==> src/rtl/uart_wb_master.sv <==
`timescale 1ns/1ps
// uart_wb_master: 8N1 command frames (W/R) become one Wishbone classic cycle each; a serial response follows.
// Bus cycle starts the cycle after the last stop-bit sample; ack timeout enabled by `UART_WB_MASTER_TIMEOUT_EN.
module uart_wb_master #(
  parameter int CLKS_PER_BIT   = 434,
  parameter int TIMEOUT_CYCLES = 1024
) (
  input  logic        wb_clk_i,
  input  logic        wb_rst_i,
  input  logic        ser_rx,
  output logic        ser_tx,
  output logic        ser_tx_oeb,
  output logic        wbm_cyc_o,
  output logic        wbm_stb_o,
  output logic        wbm_we_o,
  output logic [31:0] wbm_adr_o,
  output logic [31:0] wbm_dat_o,
  output logic [3:0]  wbm_sel_o,
  input  logic [31:0] wbm_dat_i,
  input  logic        wbm_ack_i,
  output logic        busy
);

  localparam int CW = $clog2(CLKS_PER_BIT);
  localparam logic [CW-1:0] C_FULL = CW'(CLKS_PER_BIT - 1);
  localparam logic [CW-1:0] C_HALF = CW'(CLKS_PER_BIT / 2 - 1);

  localparam logic [2:0] S_IDLE = 3'd0;
  localparam logic [2:0] S_ADDR = 3'd1;
  localparam logic [2:0] S_DATA = 3'd2;
  localparam logic [2:0] S_BUS  = 3'd3;
  localparam logic [2:0] S_RESP = 3'd4;

  localparam logic [7:0] CMD_WR   = 8'h57;
  localparam logic [7:0] CMD_RD   = 8'h52;
  localparam logic [7:0] RSP_ACK  = 8'h4B;
  localparam logic [7:0] RSP_TOUT = 8'h45;

  logic          r_rx_s1, r_rx_s2, r_rx_s3;
  logic          r_rx_act;
  logic [3:0]    r_rx_idx;
  logic [CW-1:0] r_rx_cnt;
  logic [7:0]    r_rx_sh;
  logic          w_rx_tick, w_rx_done, w_rx_ferr;

  logic [2:0]    r_state;
  logic [1:0]    r_bcnt;
  logic          r_we;
  logic          r_cyc;
  logic [31:0]   r_adr;
  logic [31:0]   r_dat;
  logic [23:0]   r_resp;
  logic [1:0]    r_left;
  logic [CW-1:0] r_tx_cnt;
  logic [3:0]    r_tx_idx;
  logic [7:0]    r_tx_sh;
  logic          r_tx;
  logic          r_oeb;
  logic          w_timeout;

  // RX: the third flop only serves falling-edge detection on the synchronized line
  always_ff @(posedge wb_clk_i) begin
    if (wb_rst_i) begin
      r_rx_s1  <= 1'b1;
      r_rx_s2  <= 1'b1;
      r_rx_s3  <= 1'b1;
      r_rx_act <= 1'b0;
      r_rx_idx <= 4'd0;
      r_rx_cnt <= '0;
      r_rx_sh  <= 8'h00;
    end else begin
      r_rx_s1 <= ser_rx;
      r_rx_s2 <= r_rx_s1;
      r_rx_s3 <= r_rx_s2;
      if (!r_rx_act) begin
        if (r_rx_s3 && !r_rx_s2) begin
          r_rx_act <= 1'b1;
          r_rx_cnt <= C_HALF;
          r_rx_idx <= 4'd0;
        end
      end else if (r_rx_cnt != '0) begin
        r_rx_cnt <= r_rx_cnt - CW'(1);
      end else begin
        r_rx_cnt <= C_FULL;
        if (r_rx_idx == 4'd0) begin
          if (r_rx_s2) r_rx_act <= 1'b0;
          else         r_rx_idx <= 4'd1;
        end else if (r_rx_idx <= 4'd8) begin
          r_rx_sh  <= {r_rx_s2, r_rx_sh[7:1]};
          r_rx_idx <= r_rx_idx + 4'd1;
        end else begin
          r_rx_act <= 1'b0;
        end
      end
    end
  end

  assign w_rx_tick = r_rx_act && (r_rx_cnt == '0) && (r_rx_idx == 4'd9);
  assign w_rx_done = w_rx_tick && r_rx_s2;
  assign w_rx_ferr = w_rx_tick && !r_rx_s2;

`ifdef UART_WB_MASTER_TIMEOUT_EN
  localparam int TW = $clog2(TIMEOUT_CYCLES + 1);
  logic [TW-1:0] r_to_cnt;

  always_ff @(posedge wb_clk_i) begin
    if (wb_rst_i || (r_state != S_BUS)) r_to_cnt <= '0;
    else                                r_to_cnt <= r_to_cnt + TW'(1);
  end

  assign w_timeout = (r_state == S_BUS) && (r_to_cnt == TW'(TIMEOUT_CYCLES - 1));
`else
  assign w_timeout = 1'b0;
`endif

  always_ff @(posedge wb_clk_i) begin
    if (wb_rst_i) begin
      r_state  <= S_IDLE;
      r_bcnt   <= 2'd0;
      r_we     <= 1'b0;
      r_cyc    <= 1'b0;
      r_adr    <= 32'h0;
      r_dat    <= 32'h0;
      r_resp   <= 24'h0;
      r_left   <= 2'd0;
      r_tx_cnt <= '0;
      r_tx_idx <= 4'd0;
      r_tx_sh  <= 8'h00;
      r_tx     <= 1'b1;
      r_oeb    <= 1'b1;
    end else begin
      r_oeb <= 1'b0;
      case (r_state)
        S_IDLE: begin
          if (w_rx_done && (r_rx_sh == CMD_WR || r_rx_sh == CMD_RD)) begin
            r_we    <= (r_rx_sh == CMD_WR);
            r_bcnt  <= 2'd0;
            r_state <= S_ADDR;
          end
        end
        S_ADDR: begin
          if (w_rx_ferr) begin
            r_state <= S_IDLE;
          end else if (w_rx_done) begin
            r_adr  <= {r_adr[23:0], r_rx_sh};
            r_bcnt <= r_bcnt + 2'd1;
            if (r_bcnt == 2'd3) begin
              r_bcnt <= 2'd0;
              if (r_we) begin
                r_state <= S_DATA;
              end else begin
                r_state <= S_BUS;
                r_cyc   <= 1'b1;
              end
            end
          end
        end
        S_DATA: begin
          if (w_rx_ferr) begin
            r_state <= S_IDLE;
          end else if (w_rx_done) begin
            r_dat  <= {r_dat[23:0], r_rx_sh};
            r_bcnt <= r_bcnt + 2'd1;
            if (r_bcnt == 2'd3) begin
              r_state <= S_BUS;
              r_cyc   <= 1'b1;
            end
          end
        end
        S_BUS: begin
          // start bit goes out in the same edge that drops cyc/stb
          if (wbm_ack_i || w_timeout) begin
            r_cyc    <= 1'b0;
            r_state  <= S_RESP;
            r_tx     <= 1'b0;
            r_tx_cnt <= C_FULL;
            r_tx_idx <= 4'd0;
            if (!wbm_ack_i) begin
              r_tx_sh <= RSP_TOUT;
              r_left  <= 2'd0;
            end else if (r_we) begin
              r_tx_sh <= RSP_ACK;
              r_left  <= 2'd0;
            end else begin
              r_tx_sh <= wbm_dat_i[31:24];
              r_resp  <= wbm_dat_i[23:0];
              r_left  <= 2'd3;
            end
          end
        end
        S_RESP: begin
          if (r_tx_cnt != '0) begin
            r_tx_cnt <= r_tx_cnt - CW'(1);
          end else begin
            r_tx_cnt <= C_FULL;
            if (r_tx_idx <= 4'd7) begin
              r_tx     <= r_tx_sh[0];
              r_tx_sh  <= {1'b0, r_tx_sh[7:1]};
              r_tx_idx <= r_tx_idx + 4'd1;
            end else if (r_tx_idx == 4'd8) begin
              r_tx     <= 1'b1;
              r_tx_idx <= 4'd9;
            end else if (r_left != 2'd0) begin
              // next response byte starts right after this stop bit
              r_left   <= r_left - 2'd1;
              r_tx_sh  <= r_resp[23:16];
              r_resp   <= {r_resp[15:0], 8'h00};
              r_tx     <= 1'b0;
              r_tx_idx <= 4'd0;
            end else begin
              r_state <= S_IDLE;
            end
          end
        end
        default: r_state <= S_IDLE;
      endcase
    end
  end

  assign ser_tx     = r_tx;
  assign ser_tx_oeb = r_oeb;
  assign wbm_cyc_o  = r_cyc;
  assign wbm_stb_o  = r_cyc;
  assign wbm_we_o   = r_cyc & r_we;
  assign wbm_adr_o  = r_adr;
  assign wbm_dat_o  = r_dat;
  assign wbm_sel_o  = 4'hF;
  assign busy       = (r_state != S_IDLE);

endmodule
==> config.mk <==
export PLATFORM = sky130hd
export DESIGN_NAME = uart_wb_master
export DESIGN_NICKNAME = d
export VERILOG_FILES = /design/src/rtl/uart_wb_master.sv
export SDC_FILE = /design/constraint.sdc
export NUM_CORES = 1
export LEC_CHECK = 0
export BUFFER_PORTS_ARGS = -buffer_cell sky130_fd_sc_hd__buf_2
export CORE_ASPECT_RATIO = 0.5
export CORE_MARGIN = 8
export CORE_UTILIZATION = 56
export CTS_CLUSTER_SIZE = 10
export DETAILED_ROUTE_END_ITERATION = 10
export GPL_ROUTABILITY_DRIVEN = 0
export PLACE_DENSITY = 0.8
export SYNTH_ARGS = -nofsm -noshare
export SYNTH_HDL_FRONTEND = slang
export SYNTH_SLANG_ARGS = --single-unit
==> constraint.sdc <==
create_clock -name wb_clk_i -period 2.6 [get_ports wb_clk_i]
set_input_delay 0.26 -clock wb_clk_i [delete_from_list [all_inputs] [get_ports wb_clk_i]]
set_output_delay 0.26 -clock wb_clk_i [all_outputs]
set_load 0.005 [all_outputs]
-- Word-level counts from Yosys, hierarchy flattened
Index checks and enable logic that the tools add are counted.
Widths: inputs -> output; s select.
- output and inout port bits: 74
- bits of input ports: 36
- register bits: 145
- magnitude comparators: 2
- bitwise gates (word level): 4
- reduce and logical (&&, ||, !) cells: 32
- muxes and demuxes: 81
- equality and inequality tests: 34
- add/subtract/negate cells: 6
- operators by type and width (operator ; number):
    $mux 24 ; 6
    $mux 8 ; 6
    $pmux 24 s2 ; 1
    $mux 9 ; 5
    $mux 4 ; 11
    $mux 3 ; 12
    $ne 2x2->1 const B ; 16
    $mux 2 ; 12
    $ne 3x3->1 const B ; 7
    $mux 1 ; 20
    $pmux 9 s2 ; 1
    $reduce_bool 9->1 ; 2
    $sub 9x1->9 const B ; 2
    $eq 8x7->1 const B ; 2
    $pmux 8 s2 ; 1
    $pmux 3 s5 ; 1
    $reduce_and 4->1 ; 3
    $reduce_and 6->1 ; 2
    $reduce_and 10->1 ; 1
    $logic_not 9->1 ; 1
    $reduce_and 9->1 ; 1
    $reduce_bool 3->1 ; 3
    $add 4x1->4 const B ; 2
    $eq 4x4->1 const B ; 2
    other kinds (27) ; 39

-- Depth between registers and ports, before layout
- depth in word-level cells: 7
- depth in mapped cells: 9
- gate-level depth less buffers: 7

-- Worst setup path before layout
OpenSTA, ideal clock, no wires.
- path kind: flip-flop to flip-flop
- from: register r_rx_cnt[0]
- to: register r_state[1]
- setup slack: 0.586 ns
- arrival: 1.943 ns
- required time: 2.530 ns
- stages on the path, launching flop included: 8
- path through: dfxtp_1 -> inv_1 -> ha_1 -> nor4b_1 -> nand3_1 -> o21a_1 -> or3_1 -> a21oi_1
- word-level cells in the longest chain between the ends: 7
- ends and longest elaborated chain (item ; RTL line ; RTL):
    from (decl) ; 42 ; logic [CW-1:0] r_rx_cnt;
    from (signal assigned) ; 82 ; r_rx_cnt <= r_rx_cnt - CW'(1);
    $logic_not 9->1 * ; 98 ; assign w_rx_tick = r_rx_act && (r_rx_cnt == '0) && (r_rx_idx == 4'd9);
    $logic_and 1x1->1 * (2 in a row) ; 98 ;
    $logic_and 1x1->1 ; 99 ; assign w_rx_done = w_rx_tick && r_rx_s2;
    $logic_and 1x1->1 ; 135 ; if (w_rx_done && (r_rx_sh == CMD_WR || r_rx_sh == CMD_RD)) begin
    $ne 2x2->1 (no line) ; n/a ;
    $reduce_and 10->1 (no line) ; n/a ;
    to (signal assigned) ; 138 ; r_state <= S_ADDR;
    to (signal assigned) ; 143 ; r_state <= S_IDLE;
    to (signal assigned) ; 150 ; r_state <= S_DATA;
    to (decl) ; 46 ; logic [2:0] r_state;
Every way passes the cells marked *; elsewhere a longest branch is shown, timed or not.
A chain may end at the register's enable or synchronous reset.

-- Worst setup path after layout
- from: register r_tx_cnt[0]
- to: register r_resp[9]
- word-level cells in the longest chain between the ends: 3
- ends and longest elaborated chain (item ; RTL line ; RTL):
    from (decl) ; 54 ; logic [CW-1:0] r_tx_cnt;
    from (signal assigned) ; 193 ; r_tx_cnt <= r_tx_cnt - CW'(1);
    $reduce_bool 9->1 ; 192 ; if (r_tx_cnt != '0) begin
    $ne 2x2->1 (no line) ; n/a ;
    $reduce_and 7->1 (no line) ; n/a ;
    to (signal assigned) ; 186 ; r_resp <= wbm_dat_i[23:0];
    to (signal assigned) ; 207 ; r_resp <= {r_resp[15:0], 8'h00};
    to (decl) ; 52 ; logic [23:0] r_resp;
No other way between the ends.

==> results.txt <==
Adder-cell share of the synthesized area: 2.146%
CTS root buffer: sky130_fd_sc_hd__clkbuf_16
Fraction of synthesized area in multiplexers: 3.922%
Most used cells in the layout excluding fill and tap cells: sky130_fd_sc_hd__nand2_1, sky130_fd_sc_hd__dfxtp_1, sky130_fd_sc_hd__a21oi_1
Endpoint type of the worst setup path: flip-flop
FF-to-FF setup slack: 380 ps
Fraction of layout cells with a size suffix above 1: 19.91%
IO Pins: 110
Routed WL per cell: 15.14 um
Non-filler instance count after layout: 1029
Worst IR Drop VDD: 0.4671 mV
Routed vias: 5827
Resize count post-CTS: 0
Drt via density: 5.663
Number of antenna violations at the first check in global routing: 0
FF-to-FF path depth: 8
Initial Util: 57.87%
Number of rows in the core area: 27
Slew headroom: 45.56%
Port Buffer Count: 105
Antenna diodes: 0
Post-route total power: 4.927 mW
Clock latency on the worst-skew pair: 420 ps
Number of buffers on the longest clock path: 2
Mapped Avg Cell Area: 8.117 um2
Hold Vio Cnt, Final: 0
Asr flop ratio synth: 0%
1st-pass router iterations: 5
Final setup violation count: 0
Number of setup buffers added after CTS: 0
Seq/Total Area, Yosys: 45.27%
Arrival time reported for the critical path endpoint: 2540 ps
TritonCTS Buffers: 17
Crit Path Category: flip-flop to flip-flop
Final Slew Violations: 0
Die boundary height: 91.67 um
Synthesized area: 0.006412 mm2
Die Width: 167.3 um
Combinational family with the most area after synthesis: simple AND/OR/NAND/NOR gates
Hold_ws: 53.16 ps
Post-route DRC violation count: 0
Placed instance count: 997
Wire length of the first global-routing pass: 26310 um
1st-iter DRT viols: 467
Area added between synthesis and finish: 18.71%
Aggregate routed wire length: 15580 um
Class of the worst hold path: input pin to flip-flop
Ys flop type: sky130_fd_sc_hd__dfxtp_1
Compound-Gate Fraction of Synth Area: 18.38%
Leak Pwr: 3.055 nW
Startpoint class of the critical path: flip-flop
Min cycle time layout: 2219 ps
Timing-limited maximum frequency: 450.7 MHz
Final Skew: 11.18 ps
Simple-gate share of the synthesized area: 24.92%
Placed wire-length estimate: 10150 um
ANT nets after route: 0
Crit Reg-Reg Startpoint: r_tx_cnt[0]$_SDFFE_PP0P_
Number of hold buffers added after cts: 0
Footprint of the multi-input gates: 0.003212 mm2
Critical path origin: r_tx_cnt[0]$_SDFFE_PP0P_
Final period util: 85.34%
Unique cell type count in the Yosys netlist: 62
Maximum Capacitance Violations: 0
Number of flops mapped to enable cells by yosys: 0
Number of warnings reported in the yosys synthesis log: 0
Number of H-tree branching levels: 4
Setup TNS: 0 ps
Power Dens Cells: 647.2 mW/mm2
Actual transition at the worst max-transition pin: 816.5 ps
Required time of the critical path: 2920 ps
Total global-route track usage: 20.24%
Core area: 0.01108 mm2
#FFs+latches synth: 145
TritonCTS clock tree: done
Setup repair after global routing missed its margin: false
Total clock sinks: 145
Synthesized netlist cell count: 790
Via count of the first global-routing pass: 5587
Number of inserted filler cells in the final layout: 953
Endpoint of the most critical setup path: r_resp[9]$_SDFFE_PP0P_
Critical Path Fanout Max: 48
Commonest non-fill, non-tap cell in the layout: sky130_fd_sc_hd__nand2_1
Remaining global-route overflow: 0
Die area: 0.01534 mm2
Result of the run: finished clean
Worst reg2reg endpoint: r_resp[9]$_SDFFE_PP0P_
Clock-pin slew reported for the worst setup and hold paths after clock tree synthesis: 60 ps
Largest net degree at the start of global routing: 130
Flip-flop and latch area: 0.002903 mm2
Count of nets after finishing: 918
Xor and xnor area share after synthesis: 0.1366%
per-stage QoR:
step	area [um2]	utilization, %	setup WS [ps]
detailed placement	7030	63.45	394.7
CTS	7612	68.70	375.9
global placement	7030	63.45	496.0
global route	7612	68.70	238.9
floorplan	6424	-	586.4
finish	7612	68.70	381.2
layer usage:
metal | track usage (%) | up-vias | share of wire, %
met4 | 7.380 | 0 | 1.4
met1 | 24.55 | 2736 | 46
li1 | - | 2905 | -
met5 | 0 | - | 0
met3 | 5.857 | 22 | 6.2
met2 | 34.01 | 164 | 47
worst min-delay path by stage:
stage	startpoint	end	slack, ps	cells past startpoint
global placement	r_rx_s1$_SDFF_PP1_	r_rx_s2$_SDFF_PP1_	390	1
finish	ser_rx	r_rx_s1$_SDFF_PP1_	50	2
CTS	ser_rx	r_rx_s1$_SDFF_PP1_	40	2
global route	ser_rx	r_rx_s1$_SDFF_PP1_	50	2
detailed placement	r_rx_s1$_SDFF_PP1_	r_rx_s2$_SDFF_PP1_	400	1
floorplan	wb_rst_i	ser_tx_oeb$_DFF_P_	290	0
synthesized netlist by cell type, types with 5 or more instances:
master                     instances  area [um2]
sky130_fd_sc_hd__nor2_1           59       221.5
sky130_fd_sc_hd__a41o_1            8       80.08
sky130_fd_sc_hd__clkbuf_1         41       153.9
sky130_fd_sc_hd__o21a_1            6       45.04
sky130_fd_sc_hd__or3_1             6       37.54
sky130_fd_sc_hd__nand2_1         178       668.1
sky130_fd_sc_hd__inv_1            15       56.30
sky130_fd_sc_hd__a311oi_1         16       140.1
sky130_fd_sc_hd__nor3b_1          11       82.58
sky130_fd_sc_hd__nor2b_1           6       37.54
sky130_fd_sc_hd__dfxtp_1         145        2903
sky130_fd_sc_hd__nand3_1          13       65.06
sky130_fd_sc_hd__buf_2            13       65.06
sky130_fd_sc_hd__o21ai_0          19       95.09
sky130_fd_sc_hd__nor3_1           25       125.1
sky130_fd_sc_hd__buf_4             6       45.04
sky130_fd_sc_hd__nand2b_1          5       31.28
sky130_fd_sc_hd__mux2i_1          24       240.2
sky130_fd_sc_hd__or2_2             5       31.28
sky130_fd_sc_hd__ha_1             11       137.6
sky130_fd_sc_hd__nand4_1           7       43.79
sky130_fd_sc_hd__a21oi_1         106       530.5
worst max-delay path: stages, from the launching register on:
cell	delay, ps
sky130_fd_sc_hd__dfxtp_1	340
sky130_fd_sc_hd__inv_1	90
sky130_fd_sc_hd__ha_1	140
sky130_fd_sc_hd__nor4b_2	350
sky130_fd_sc_hd__nand4_1	240
sky130_fd_sc_hd__a221oi_4	360
sky130_fd_sc_hd__buf_12	250
sky130_fd_sc_hd__nor2_1	60
sky130_fd_sc_hd__a311oi_1	260
where the power goes:
group	switching [mW]	internal (mW)
Clock	1.03	1.37
Combinational	0.160	0.106
Sequential	0.0215	2.24
Total	1.21	3.72
registers in the layout, summed over array words and instances (netlist names), 3 cells and up:
signal and count:
wbm_dat_o 32, r_tx_cnt 9, r_tx_sh 8, r_state 3, r_rx_idx 4, wbm_adr_o 32
r_rx_cnt 9, r_rx_sh 8, r_tx_idx 4, r_resp 24
cell families after synthesis:
kind of cell | count (synthesis)
muxes | 25
other | 1
and+or+nand+nor | 343
xor gates and xnor gates | 1
DFF | 145
adders and majority gates | 11
buffers and inverters | 76
AOI/OAI and AO/OA | 188
cell type report:
class | instances | share of cell area (%)
Sequential cell | 145 | 38.13
Multi-Input combinational cell | 572 | 42.19
Tap cell | 145 | 2.383
Inverter | 15 | 0.7396
Clock buffer | 18 | 5.769
Timing Repair Buffer | 120 | 8.909
Clock inverter | 14 | 1.874
(Power assumes the default switching activity.)
